`config.mk`:
```
export PLATFORM = sky130hd
export DESIGN_NAME = stream_pattern_gen
export DESIGN_NICKNAME = d
export VERILOG_FILES = /design/src/rtl/stream_pattern_pkg.sv /design/src/rtl/stream_pattern_lane.sv /design/src/rtl/stream_pattern_gen.sv
export SDC_FILE = /design/constraint.sdc
export NUM_CORES = 1
export LEC_CHECK = 0
export BUFFER_PORTS_ARGS = -buffer_cell sky130_fd_sc_hd__buf_4
export CAP_MARGIN = 20
export CORE_MARGIN = 1.5
export CORE_UTILIZATION = 53
export DETAILED_ROUTE_END_ITERATION = 8
export PLACE_DENSITY = 0.77
export SYNTH_ARGS = -nofsm -noshare
export SYNTH_HDL_FRONTEND = slang
export SYNTH_SLANG_ARGS = --single-unit
```
`constraint.sdc`:
```
create_clock -name clk -period 3.8 [get_ports clk]
set_input_delay 0.38 -clock clk [delete_from_list [all_inputs] [get_ports clk]]
set_output_delay 0.38 -clock clk [all_outputs]
set_load 0.005 [all_outputs]
```
`src/rtl/stream_pattern_pkg.sv`:
```
// -----------------------------------------------------------------------------
// stream_pattern_pkg
// Shared types and pure helper functions for the AXIS pattern generator.
//   pat_mode_t     : pattern selector (counter, PRBS7, PRBS31, fixed)
//   fsm_state_t    : generator FSM states
//   lane_step_t    : result of advancing one lane by one 32-bit beat
//   prbs7_step32   : 32 bit-steps of x^7+x^6+1 (Fibonacci form)
//   prbs31_step32  : 32 bit-steps of x^31+x^28+1 (Fibonacci form)
// In both LFSRs the newly generated bit shifts in at bit 0.
// The first generated bit of a beat lands in word bit 31.
// -----------------------------------------------------------------------------
package stream_pattern_pkg;

    typedef enum logic [1:0] {
        PAT_COUNTER = 2'd0,
        PAT_PRBS7   = 2'd1,
        PAT_PRBS31  = 2'd2,
        PAT_FIXED   = 2'd3
    } pat_mode_t;

    typedef enum logic [1:0] {
        ST_IDLE  = 2'd0,
        ST_RUN   = 2'd1,
        ST_DRAIN = 2'd2
    } fsm_state_t;

    typedef struct packed {
        logic [31:0] word;   // 32 generated bits, first bit in [31]
        logic [30:0] state;  // LFSR state after the 32 steps
    } lane_step_t;

    function automatic lane_step_t prbs7_step32(input logic [6:0] seed);
        logic [6:0] s;
        logic       nb;
        lane_step_t r;
        s = seed;
        r = '0;
        for (int k = 0; k < 32; k++) begin
            nb = s[6] ^ s[5];
            s = {s[5:0], nb};
            r.word[31-k] = nb;
        end
        r.state = {24'd0, s};
        return r;
    endfunction

    function automatic lane_step_t prbs31_step32(input logic [30:0] seed);
        logic [30:0] s;
        logic        nb;
        lane_step_t  r;
        s = seed;
        r = '0;
        for (int k = 0; k < 32; k++) begin
            nb = s[30] ^ s[27];
            s = {s[29:0], nb};
            r.word[31-k] = nb;
        end
        r.state = s;
        return r;
    endfunction

endpackage

```
`src/rtl/stream_pattern_lane.sv`:
```
// -----------------------------------------------------------------------------
// stream_pattern_lane
// One 32-bit lane of the pattern generator. It holds the lane state and the
// registered output word.
//   clk, aresetn : clock, asynchronous active-low reset
//   load         : take the seed and register beat 0 of a new run
//   advance      : current beat accepted; register the next beat
//   mode         : pattern to generate (already latched by the top)
//   seed         : run seed (before per-lane XOR / zero sanitising)
//   data         : registered lane word
// Per mode, state_q holds the beat index n (counter), the LFSR state (PRBS)
// or the lane seed (fixed).
// -----------------------------------------------------------------------------
module stream_pattern_lane
    import stream_pattern_pkg::*;
#(
    parameter int LANE_IDX      = 0,
    parameter bit LANE_SEED_XOR = 1'b1
) (
    input  logic        clk,
    input  logic        aresetn,
    input  logic        load,
    input  logic        advance,
    input  pat_mode_t   mode,
    input  logic [31:0] seed,
    output logic [31:0] data
);

    localparam logic [7:0] LANE_ID = 8'(LANE_IDX);

    logic [31:0] state_q;
    logic [31:0] lane_seed;
    logic [31:0] src;
    logic [6:0]  src7;
    logic [30:0] src31;
    logic [23:0] idx;
    lane_step_t  s7;
    lane_step_t  s31;
    logic [31:0] next_word;
    logic [31:0] next_state;

    assign lane_seed = LANE_SEED_XOR ? (seed ^ 32'(LANE_IDX)) : seed;

    always_comb begin
        src   = load ? lane_seed : state_q;
        src7  = src[6:0];
        src31 = src[30:0];
        // An all-zero LFSR seed would lock up; substitute 1 at load time.
        if (load && (src7 == 7'd0)) src7 = 7'd1;
        if (load && (src31 == 31'd0)) src31 = 31'd1;
        s7  = prbs7_step32(src7);
        s31 = prbs31_step32(src31);
        idx = load ? 24'd0 : state_q[23:0];
        next_word  = src;
        next_state = src;
        case (mode)
            PAT_COUNTER: begin
                next_word  = {LANE_ID, idx};
                next_state = {8'd0, idx + 24'd1};
            end
            PAT_PRBS7: begin
                next_word  = s7.word;
                next_state = {1'b0, s7.state};
            end
            PAT_PRBS31: begin
                next_word  = s31.word;
                next_state = {1'b0, s31.state};
            end
            default: begin
                next_word  = src;
                next_state = src;
            end
        endcase
    end

    always_ff @(posedge clk or negedge aresetn) begin
        if (!aresetn) begin
            state_q <= '0;
            data    <= '0;
        end else if (load || advance) begin
            state_q <= next_state;
            data    <= next_word;
        end
    end

endmodule

```
`src/rtl/stream_pattern_gen.sv`:
```
// -----------------------------------------------------------------------------
// stream_pattern_gen
// Deterministic AXIS reference source: a per-lane counter, PRBS7, PRBS31 or a
// fixed word, on TDATA_WIDTH/32 independent lanes.
//   clk, aresetn      : stream clock, asynchronous active-low reset
//   cfg_start         : pulse, latch mode/seed/burst length and begin a run
//   cfg_stop          : pulse, finish the run once the current beat is taken
//   cfg_mode          : 0 counter, 1 PRBS7, 2 PRBS31, 3 fixed
//   cfg_seed          : lane seed (XOR lane index when LANE_SEED_XOR=1)
//   cfg_burst_len     : beats per run, 0 = continuous
//   cfg_inject_err    : pulse, flip lane0 bit0 of the next accepted beat
//   M_AXIS_TDATA/TVALID/TREADY : AXIS master
//   busy              : high in RUN or DRAIN
//   beat_count        : beats accepted in the current/last run
// Optional build macro STREAM_PATTERN_GEN_ERR_INJECT_EN enables error injection;
// without it cfg_inject_err is ignored.
// Handshake: a beat transfers on a rising edge where TVALID and TREADY are both
// high. While TVALID is high and TREADY is low, TDATA and all state are held.
// -----------------------------------------------------------------------------
module stream_pattern_gen
    import stream_pattern_pkg::*;
#(
    parameter int TDATA_WIDTH   = 32,
    parameter bit LANE_SEED_XOR = 1'b1
) (
    input  logic                   clk,
    input  logic                   aresetn,
    input  logic                   cfg_start,
    input  logic                   cfg_stop,
    input  logic [1:0]             cfg_mode,
    input  logic [31:0]            cfg_seed,
    input  logic [31:0]            cfg_burst_len,
    input  logic                   cfg_inject_err,
    output logic [TDATA_WIDTH-1:0] M_AXIS_TDATA,
    output logic                   M_AXIS_TVALID,
    input  logic                   M_AXIS_TREADY,
    output logic                   busy,
    output logic [31:0]            beat_count
);

    localparam int NLINKS = TDATA_WIDTH / 32;

    fsm_state_t             state;
    pat_mode_t              mode_q;
    pat_mode_t              lane_mode;
    logic [31:0]            burst_q;
    logic [31:0]            next_count;
    logic                   accept;
    logic                   load;
    logic                   burst_done;
    logic [TDATA_WIDTH-1:0] pattern;

    assign accept     = M_AXIS_TVALID & M_AXIS_TREADY;
    assign load       = (state == ST_IDLE) && cfg_start;
    assign lane_mode  = load ? pat_mode_t'(cfg_mode) : mode_q;
    assign next_count = beat_count + 32'd1;
    assign burst_done = (burst_q != 32'd0) && (next_count == burst_q);

    for (genvar i = 0; i < NLINKS; i++) begin : g_lane
        stream_pattern_lane #(
            .LANE_IDX      (i),
            .LANE_SEED_XOR (LANE_SEED_XOR)
        ) u_lane (
            .clk     (clk),
            .aresetn (aresetn),
            .load    (load),
            .advance (accept),
            .mode    (lane_mode),
            .seed    (cfg_seed),
            .data    (pattern[i*32 +: 32])
        );
    end

    always_ff @(posedge clk or negedge aresetn) begin
        if (!aresetn) begin
            state         <= ST_IDLE;
            M_AXIS_TVALID <= 1'b0;
            busy          <= 1'b0;
            beat_count    <= '0;
            mode_q        <= PAT_COUNTER;
            burst_q       <= '0;
        end else begin
            case (state)
                ST_IDLE: begin
                    // Start beats a simultaneous stop.
                    if (cfg_start) begin
                        state         <= ST_RUN;
                        M_AXIS_TVALID <= 1'b1;
                        busy          <= 1'b1;
                        beat_count    <= '0;
                        mode_q        <= pat_mode_t'(cfg_mode);
                        burst_q       <= cfg_burst_len;
                    end
                end
                ST_RUN: begin
                    if (accept) begin
                        beat_count <= next_count;
                    end
                    if (accept && (burst_done || cfg_stop)) begin
                        // The last beat has gone; nothing left to drain.
                        state         <= ST_IDLE;
                        M_AXIS_TVALID <= 1'b0;
                        busy          <= 1'b0;
                    end else if (cfg_stop) begin
                        state <= ST_DRAIN;
                    end
                end
                ST_DRAIN: begin
                    if (accept) begin
                        beat_count    <= next_count;
                        state         <= ST_IDLE;
                        M_AXIS_TVALID <= 1'b0;
                        busy          <= 1'b0;
                    end
                end
                default: begin
                    state         <= ST_IDLE;
                    M_AXIS_TVALID <= 1'b0;
                    busy          <= 1'b0;
                end
            endcase
        end
    end

`ifdef STREAM_PATTERN_GEN_ERR_INJECT_EN
    // The flag corrupts only the presented word, never the lane state.
    // Later beats are therefore clean.
    logic inject_armed;

    always_ff @(posedge clk or negedge aresetn) begin
        if (!aresetn) begin
            inject_armed <= 1'b0;
        end else begin
            inject_armed <= cfg_inject_err | (inject_armed & ~accept);
        end
    end

    assign M_AXIS_TDATA = pattern ^ {{(TDATA_WIDTH-1){1'b0}}, inject_armed};
`else
    logic unused_inject;
    assign unused_inject = cfg_inject_err;
    assign M_AXIS_TDATA  = pattern;
`endif

endmodule

```
==> flow_summary.json, run 1 <==
{
  "tightest_slew_ns": 1.09,
  "synth_commonest_cells": "nand2_1, dfrtp_1, nor2_1",
  "ys_warn_count": 0,
  "synth_area_um2": 9390,
  "groute.usage.overall_pct": 32.0,
  "hold_path_class": "input pin to register",
  "finalCriticalPeriod_ns": 3.50,
  "grt_pass1_vias": 8756,
  "finalNonFillerCells": 1491,
  "synth_flop_cell": "dfrtp_1",
  "drtIter0Drc": 910,
  "slowest_stage": "ha_1",
  "fin_total_pwr_mw": 10.4,
  "crit_chain": "inv_1, ha_1, and2_2, a21oi_1, a2111oi_2, nand2b_1, buf_4, a21oi_1, a211oi_1, buf_4, a21oi_1, a2bb2oi_1",
  "final_net_count": 1331,
  "clk_latency_ns": 0.43,
  "n_antenna_cell": 0,
  "crit_path_start_kind": "register",
  "reg2regPathDepth": 12,
  "synthCells": 1149,
  "ctsRootBufferMaster": "clkbuf_16",
  "cellLeakagePower_nw": 5.00,
  "fill_cells": 1472,
  "dp.cells": 1458,
  "htreeDepth": 4,
  "cpPeakStageDelay_ns": 0.52,
  "clk_pin_slew_ns": 0.06,
  "required_ns": 4.11,
  "synth_top_area_cell": "dfrtp_1",
  "rows": 48,
  "hold_viol_final": 0,
  "post_cts_resized": 0,
  "post-cts-setup-buffer-count": 0,
  "endpoint": "g_lane[0].u_lane.state_q[6]",
  "synthArstFlopShare_pct": 100,
  "cp-end-kind": "register",
  "setup_ws_ns": 0.302,
  "min_period_over_period_pct": 92.1,
  "outcome": "finished clean",
  "critical_path.most_common_cell": "a21oi_1",
  "fmax_mhz": 286,
  "cts.path.max_buffers": 2,
  "clkSinkCount": 133,
  "maxSlewViolCount": 0,
  "placed_area_um2": 10600,
  "worstPathMaxFanout": 13,
  "dp_slack_ns": 0.418,
  "die-area_um2": 18500,
  "drtAntennaViolNets": 0,
  "synth.top_cell.area_share_pct": 35.5,
  "ys_types": 87,
  "synth-seq-cells": 133,
  "detail_route.vias_per_cell": 6.26,
  "critPathLaunch": "state[1]",
  "port_buffers": 136,
  "grt_overflow": 0,
  "antenna_found_initial": 0,
  "rr_endpoint": "g_lane[0].u_lane.state_q[6]",
  "cts_inserted_buffers": 17,
  "setup_viol": 0,
  "ys_seq_area_share_pct": 35.5,
  "finalSetupTns_ns": 0,
  "die_h_um": 136,
  "drtPass1Iterations": 6,
  "wl_mm": 29.0,
  "rsz0062_at_grt": "no",
  "start_util_pct": 54.3,
  "grt_first_pass_wirelength_mm": 46.1,
  "ctsHoldBuffers": 1,
  "cts_tree": "done",
  "power_density_nw_per_um2": 922,
  "yosys-top-cells-area": "dfrtp_1, nand2_1, xnor2_1",
  "die_w_um": 136,
  "design_area_um2": 11300,
  "wl_per_cell_um": 19.4,
  "via_count": 9340,
  "gp_congestion": 0.948,
  "io_pins": 138,
  "fin_util_pct": 65.1,
  "crit_arrival_ns": 3.81,
  "coreArea_um2": 17300,
  "synth_nets": 1227,
  "dp.final_hpwl_mm": 20.9,
  "syn_to_final_growth_pct": 19.9,
  "ff2ff_setup_slack_ns": 0.30,
  "synth-edff-count": 0,
  "peakVddDrop_mv": 0.522,
  "drc_errors": 0,
  "syn_avg_cell_area_um2": 8.17,
  "synth.most_common_cell": "nand2_1",
  "drive_above_1_share_pct": 18.6,
  "whs_ns": 0.139,
  "grt_max_degree": 74,
  "drv_cap": 0,
  "relSlewSlack_pct": 27.1,
  "fin_skew_ns": 0.00974,
  "r2r-start": "state[1]",
  "crit_type": "register to register"
}
==> final cells by class <==
cell class	count	area, µm²	share of cell area, %
multi-input combinational	919	5640	50.1
sequential	133	3330	29.6
clock buffer	24	492	4.37
clock inverter	8	169	1.50
timing repair buffer	168	1290	11.5
inverter	14	52.6	0.467
tap	225	282	2.50
==> cells in the final DEF, fill, tap and decap left out, types with 7 or more instances in the layout <==
cell type / count
and3_1: 21
o211ai_1: 8
nand3_1: 39
nor3_1: 7
a21oi_1: 71
o31ai_1: 25
xor2_1: 41
nand4_1: 30
nor4_1: 20
o221ai_1: 7
dfrtp_1: 133
o21ai_0: 65
o22a_1: 12
nand2_1: 230
inv_1: 13
mux2i_1: 19
xnor2_1: 67
a211oi_1: 15
and2_1: 13
nor2_1: 85
a31oi_1: 23
buf_4: 164
clkbuf_16: 17
==> critical path, delay by kind of cell (launching register included) <==
family	cells	cell delay [ns]
buffers and inverters	3	0.55
adder cells (fa/ha/maj)	1	0.52
AO/OA/AOI/OAI	6	1.28
AND/OR/NAND/NOR	2	0.61
flip-flops	1	0.43
==> sequential cells by signal, summed over array words and instances (netlist names) <==
name                   cells
beat_count                32
burst_q                   32
g_lane.u_lane.data        32
g_lane.u_lane.state_q     32
mode_q                     2
state                      2
busy                       1
==> routing by layer <==
metal	GRT usage, %	routed length [µm]	up-vias
met5	0	0	-
met4	15.6	1130	0
met3	6.04	2120	89
met2	51.9	13900	480
met1	41.1	11900	4468
li1	-	-	4303
==> cells by family after synthesis <==
kind of cell / count (synthesis) / share of synthesized area [%]
flops: 133 / 35.5
compound gates: 286 / 20.1
fa+ha+maj: 6 / 0.800
simple gates: 489 / 24.8
xor+xnor: 111 / 10.7
buf+inv: 97 / 4.59
mux: 27 / 3.45
==> worst min path at each step <==
| stage | from | end | slack [ns] | cells past startpoint |
|---|---|---|---|---|
| finish | cfg_burst_len[12] | burst_q[12] | 0.14 | 3 |
| detailed placement | aresetn | beat_count[4] | 0.39 | 1 |
| floorplan | aresetn | beat_count[0] | 0.08 | 0 |
| CTS | cfg_burst_len[12] | burst_q[12] | 0.14 | 3 |
| global route | cfg_burst_len[1] | burst_q[1] | 0.15 | 3 |
| global placement | aresetn | beat_count[4] | 0.39 | 1 |
==> report_power, final <==
group | total, mW | internal [mW] | switching, mW
Combinational | 5.93 | 2.44 | 3.50
Sequential | 2.59 | 1.97 | 0.618
Clock | 1.86 | 1.23 | 0.627
Total | 10.4 | 5.64 | 4.74
Power figures use the tool's default switching activity.
==> run 2, diff against run 1 <==
==> constraint.sdc (replaced) <==
create_clock -name clk -period 3.8 [get_ports clk]
set_input_delay 0.19 -clock clk [delete_from_list [all_inputs] [get_ports clk]]
set_output_delay 0.19 -clock clk [all_outputs]
set_load 0.005 [all_outputs]
==> flow_summary.json, run 2 (synthesized netlist as in run 1, its figures left out) <==
{
  "outcome": "finished clean",
  "maxSlewViolCount": 0,
  "drive_above_1_share_pct": 18.4,
  "power_density_nw_per_um2": 901,
  "final_cell_mix": "nand2_1, buf_4, dfrtp_1, nor2_1, a21oi_1",
  "clk_pin_slew_ns": 0.06,
  "finalCriticalPeriod_ns": 3.52,
  "die-area_um2": 18500,
  "final_net_count": 1361,
  "gp_congestion": 0.953,
  "die_w_um": 136,
  "crit_arrival_ns": 3.81,
  "wl_per_cell_um": 20.0,
  "io_pins": 138,
  "cellLeakagePower_nw": 5.09,
  "hold_viol_final": 0,
  "crit_type": "register to register",
  "groute.usage.overall_pct": 33.1,
  "worstPathMaxFanout": 45,
  "post-cts-setup-buffer-count": 0,
  "detail_route.vias_per_cell": 6.36,
  "fmax_mhz": 284,
  "fin_util_pct": 66.4,
  "syn_to_final_growth_pct": 22.3,
  "grt_overflow": 0,
  "antenna_found_initial": 0,
  "grt_max_degree": 65,
  "crit_path_start_kind": "register",
  "cp-end-kind": "register",
  "min_period_over_period_pct": 92.6,
  "hold_path_class": "input pin to register",
  "via_count": 9676,
  "die_h_um": 136,
  "drtPass1Iterations": 5,
  "wl_mm": 30.4,
  "htreeDepth": 4,
  "cts.path.max_buffers": 2,
  "dp.final_hpwl_mm": 21.4,
  "drv_cap": 0,
  "setup_viol": 0,
  "coreArea_um2": 17300,
  "required_ns": 4.09,
  "finalNonFillerCells": 1521,
  "finalSetupTns_ns": 0,
  "cts_inserted_buffers": 17,
  "grt_pass1_vias": 9019,
  "ctsRootBufferMaster": "clkbuf_16",
  "peakVddDrop_mv": 0.485,
  "grt_first_pass_wirelength_mm": 47.7,
  "drtIter0Drc": 1145,
  "dp_slack_ns": 0.435,
  "cts_tree": "done",
  "start_util_pct": 54.3,
  "n_antenna_cell": 0,
  "tightest_slew_ns": 1.13,
  "dp.cells": 1458,
  "port_buffers": 136,
  "drc_errors": 0,
  "rsz0062_at_grt": "no",
  "fin_skew_ns": 0.00613,
  "layout.cells.most_common": "nand2_1",
  "drtAntennaViolNets": 0,
  "clk_latency_ns": 0.43,
  "rows": 48,
  "ff2ff_setup_slack_ns": 0.28,
  "setup_ws_ns": 0.283,
  "clkSinkCount": 133,
  "relSlewSlack_pct": 24.4,
  "fin_total_pwr_mw": 10.3
}
## run 2: timing repair
action / 4_1_cts / 5_1_grt
hold endpoints to repair: 92 / 0
gates resized for setup: 0 / 0
hold buffers: 31 / 0
endpoints found under the setup margin: 0 / 0
## run 2: critical path, cell delays in order (launching register included)
cell,delay [ns]
dfrtp_1,0.42
inv_1,0.12
ha_1,0.54
nand2_4,0.37
buf_4,0.41
and2_1,0.28
a21oi_1,0.32
nand2_1,0.10
a31oi_1,0.39
o21ai_0,0.15
a21oi_1,0.19
a21oi_1,0.06
## run 2: layer usage
metal / vias up / part of all wire [%] / GRT usage, %
li1: 4381 / - / -
met3: 128 / 7.6 / 5.52
met1: 4613 / 40 / 41.3
met2: 554 / 48 / 55.1
met5: - / 0 / 0
met4: 0 / 4.7 / 17.0
## run 2: path summary, 6_finish.rpt
path	depth (start not counted)	endpoint	from
worst max-delay path	11	g_lane[0].u_lane.state_q[22]	state[1]
worst min-delay path	3	burst_q[22]	cfg_burst_len[22]
worst max register to register	11	g_lane[0].u_lane.state_q[22]	state[1]
worst min register to register	2	g_lane[0].u_lane.data[28]	g_lane[0].u_lane.data[28]
max in group asynchronous	3	burst_q[16]	aresetn
min in group asynchronous	2	beat_count[9]	aresetn
## run 2: area by class of cell
type,count,area (µm²)
clock inverters,12,151
flip-flops and latches,133,3330
inverters,14,52.6
multi-input cells,919,5640
repair buffers,198,1570
well taps,225,282
clock buffers,20,457
fillers,1441,5820
## run 2: per-stage QoR
| step | area [µm²] | hold slack [ns] |
|---|---|---|
| after floorplan | 9390 | -0.106 |
| final | 11500 | 0.00124 |
| after CTS | 11500 | 0.000508 |
| after detailed placement | 10600 | 0.216 |
| after global routing | 11500 | 0.0189 |
| after global placement | 10600 | 0.211 |
## run 2: report_power, final
part,internal [mW],total (mW),switching [mW],leakage [nW]
Combinational,2.44,6.01,3.57,3.12
Sequential,1.97,2.61,0.648,1.67
Clock,1.07,1.72,0.653,0.297
==> run 3, diff against run 2 <==
- REMOVE_ABC_BUFFERS: default -> 1
==> flow_summary.json, run 3 (synthesized netlist as in run 1, its figures left out) <==
{
  "fin_skew_ns": 0.00924,
  "wl_per_cell_um": 19.4,
  "hold_path_end": "burst_q[22]",
  "grt_pass1_vias": 9245,
  "slowest_stage": "a211oi_1",
  "htreeDepth": 4,
  "io_pins": 138,
  "drv_cap": 0,
  "drtIter0Drc": 1001,
  "wl_mm": 29.5,
  "finalCriticalPeriod_ns": 3.37,
  "crit_path_start_kind": "register",
  "rsz0062_at_grt": "no",
  "die_w_um": 136,
  "final_net_count": 1364,
  "whs_ns": 0.0286,
  "r2r-start": "state[1]",
  "p_int_mw": 5.52,
  "tightest_slew_ns": 0.988,
  "cts_tree": "done",
  "die-area_um2": 18500,
  "hold_path_class": "input pin to register",
  "fmax_mhz": 297,
  "die_h_um": 136,
  "ctsRootBufferMaster": "clkbuf_16",
  "coreArea_um2": 17300,
  "maxSlewViolCount": 0,
  "clkSinkCount": 133,
  "holdPathStages": 3,
  "pwr-share-comb_pct": 58.6,
  "groute.usage.overall_pct": 32.5,
  "n_antenna_cell": 0,
  "placed_area_um2": 10600,
  "p_switching_mw": 4.86,
  "cpPeakStageDelay_ns": 0.50,
  "crit_arrival_ns": 3.65,
  "crit_chain": "inv_1, ha_2, nand2_4, nand3_1, a2111oi_2, nand2b_1, a21oi_1, a211oi_1, a21oi_1, a2bb2oi_1",
  "layout.cells.most_common": "nand2_1",
  "cts.path.max_buffers": 2,
  "gp_congestion": 0.938,
  "syn_to_final_growth_pct": 22.7,
  "power_density_nw_per_um2": 901,
  "start_util_pct": 54.3,
  "drive_above_1_share_pct": 18.6,
  "p_clk_share_pct": 16.5,
  "dp.final_hpwl_mm": 20.9,
  "detail_route.vias_per_cell": 6.23,
  "required_ns": 4.09,
  "reg2regPathDepth": 10,
  "port_buffers": 136,
  "min_from": "cfg_burst_len[22]",
  "via_count": 9490,
  "setup_viol": 0,
  "peakVddDrop_mv": 0.569,
  "clk_pin_slew_ns": 0.06,
  "critical_path.most_common_cell": "a21oi_1",
  "relSlewSlack_pct": 34.1,
  "grt_max_degree": 106,
  "outcome": "finished clean",
  "min_period_over_period_pct": 88.7,
  "worstPathMaxFanout": 32,
  "ff2ff_setup_slack_ns": 0.43,
  "hold_viol_final": 0,
  "grt_overflow": 0,
  "worst-path-buf-inv": 1,
  "design_area_um2": 11500,
  "drtAntennaViolNets": 0,
  "fin_total_pwr_mw": 10.4,
  "drc_errors": 0,
  "crit_type": "register to register",
  "critical-path-top-delay-family": "compound AO/OA/AOI/OAI gates",
  "swShare_pct": 46.8,
  "grt_first_pass_wirelength_mm": 47.1,
  "antenna_found_initial": 0,
  "drtPass1Iterations": 6,
  "cp-end-kind": "register",
  "cts_inserted_buffers": 17,
  "clk_latency_ns": 0.43,
  "cellLeakagePower_nw": 5.10,
  "final_cell_mix": "nand2_1, buf_4, dfrtp_1, nor2_1, a21oi_1",
  "rr_endpoint": "g_lane[0].u_lane.state_q[6]",
  "rows": 48,
  "pwr-share-seq_pct": 24.9
}
## run 3: changes by cell type in the layout (fill, tap and decap cells not counted), sizes merged
cell	change
buf	+2
clkbuf	-1
clkinvlp	+1
dlygate4sd3	+1
inv	-1
## run 3: final cells by class
type,instances,area [µm²]
fillers,1440,5780
multi-input cells,919,5650
inverters,14,52.6
well taps,225,282
clock buffers,19,453
clock inverters,12,154
flip-flops and latches,133,3330
repair buffers,201,1610
## run 3: worst max path at each step
stage | from | to | cells after the start
finish | state[1] | g_lane[0].u_lane.state_q[6] | 10
global route | state[1] | g_lane[0].u_lane.state_q[6] | 10
CTS | state[1] | g_lane[0].u_lane.state_q[19] | 12
detailed placement | state[1] | g_lane[0].u_lane.state_q[19] | 12
global placement | state[1] | g_lane[0].u_lane.state_q[19] | 12
floorplan | state[1] | g_lane[0].u_lane.state_q[6] | 8
## run 3: power groups by stage
stage | Combinational, mW | Sequential (mW) | Clock, mW
finish | 6.08 | 2.59 | 1.71
global route | 6.59 | 2.65 | 1.78
CTS | 5.95 | 2.57 | 1.72
detailed placement | 5.85 | 2.59 | 0
global placement | 5.73 | 2.57 | 0
floorplan | 4.03 | 2.43 | 0
## run 3: what timing repair did
item,4_1_cts,5_1_grt
buffers inserted,0,0
resized for setup,0,1
setup endpoints to repair,0,1
hold endpoints to repair,135,0
hold buffers,32,0
## run 3: routing by layer
layer,share of wire [%],GRT usage [%],wire length [µm],up-vias
li1,-,-,-,4371
met1,40,41.3,11800,4529
met2,48,54.4,14200,486
met3,8.0,5.59,2370,104
met4,3.8,14.2,1110,0
met5,0,0,0,-
## run 3: worst reg2reg max path, cell delays in order (launching register included)
cell       delay (ns)
dfrtp_1          0.41
inv_1            0.10
ha_2             0.28
nand2_4          0.46
nand3_1          0.18
a2111oi_2        0.47
nand2b_1         0.41
a21oi_1          0.12
a211oi_1         0.50
a21oi_1          0.13
a2bb2oi_1        0.17
## run 3: per-stage QoR
step | cells | setup TNS (ns) | worst slack (ns) | util (%)
6_report | 1523 | 0 | 0.431 | 66.6
5_1_grt | 1523 | 0 | 0.187 | 66.6
4_1_cts | 1523 | 0 | 0.337 | 66.6
3_5_place_dp | 1460 | 0 | 0.385 | 61.2
3_3_place_gp | 1460 | 0 | 0.475 | 61.2
2_1_floorplan | 1066 | -20.80 | -0.766 | -
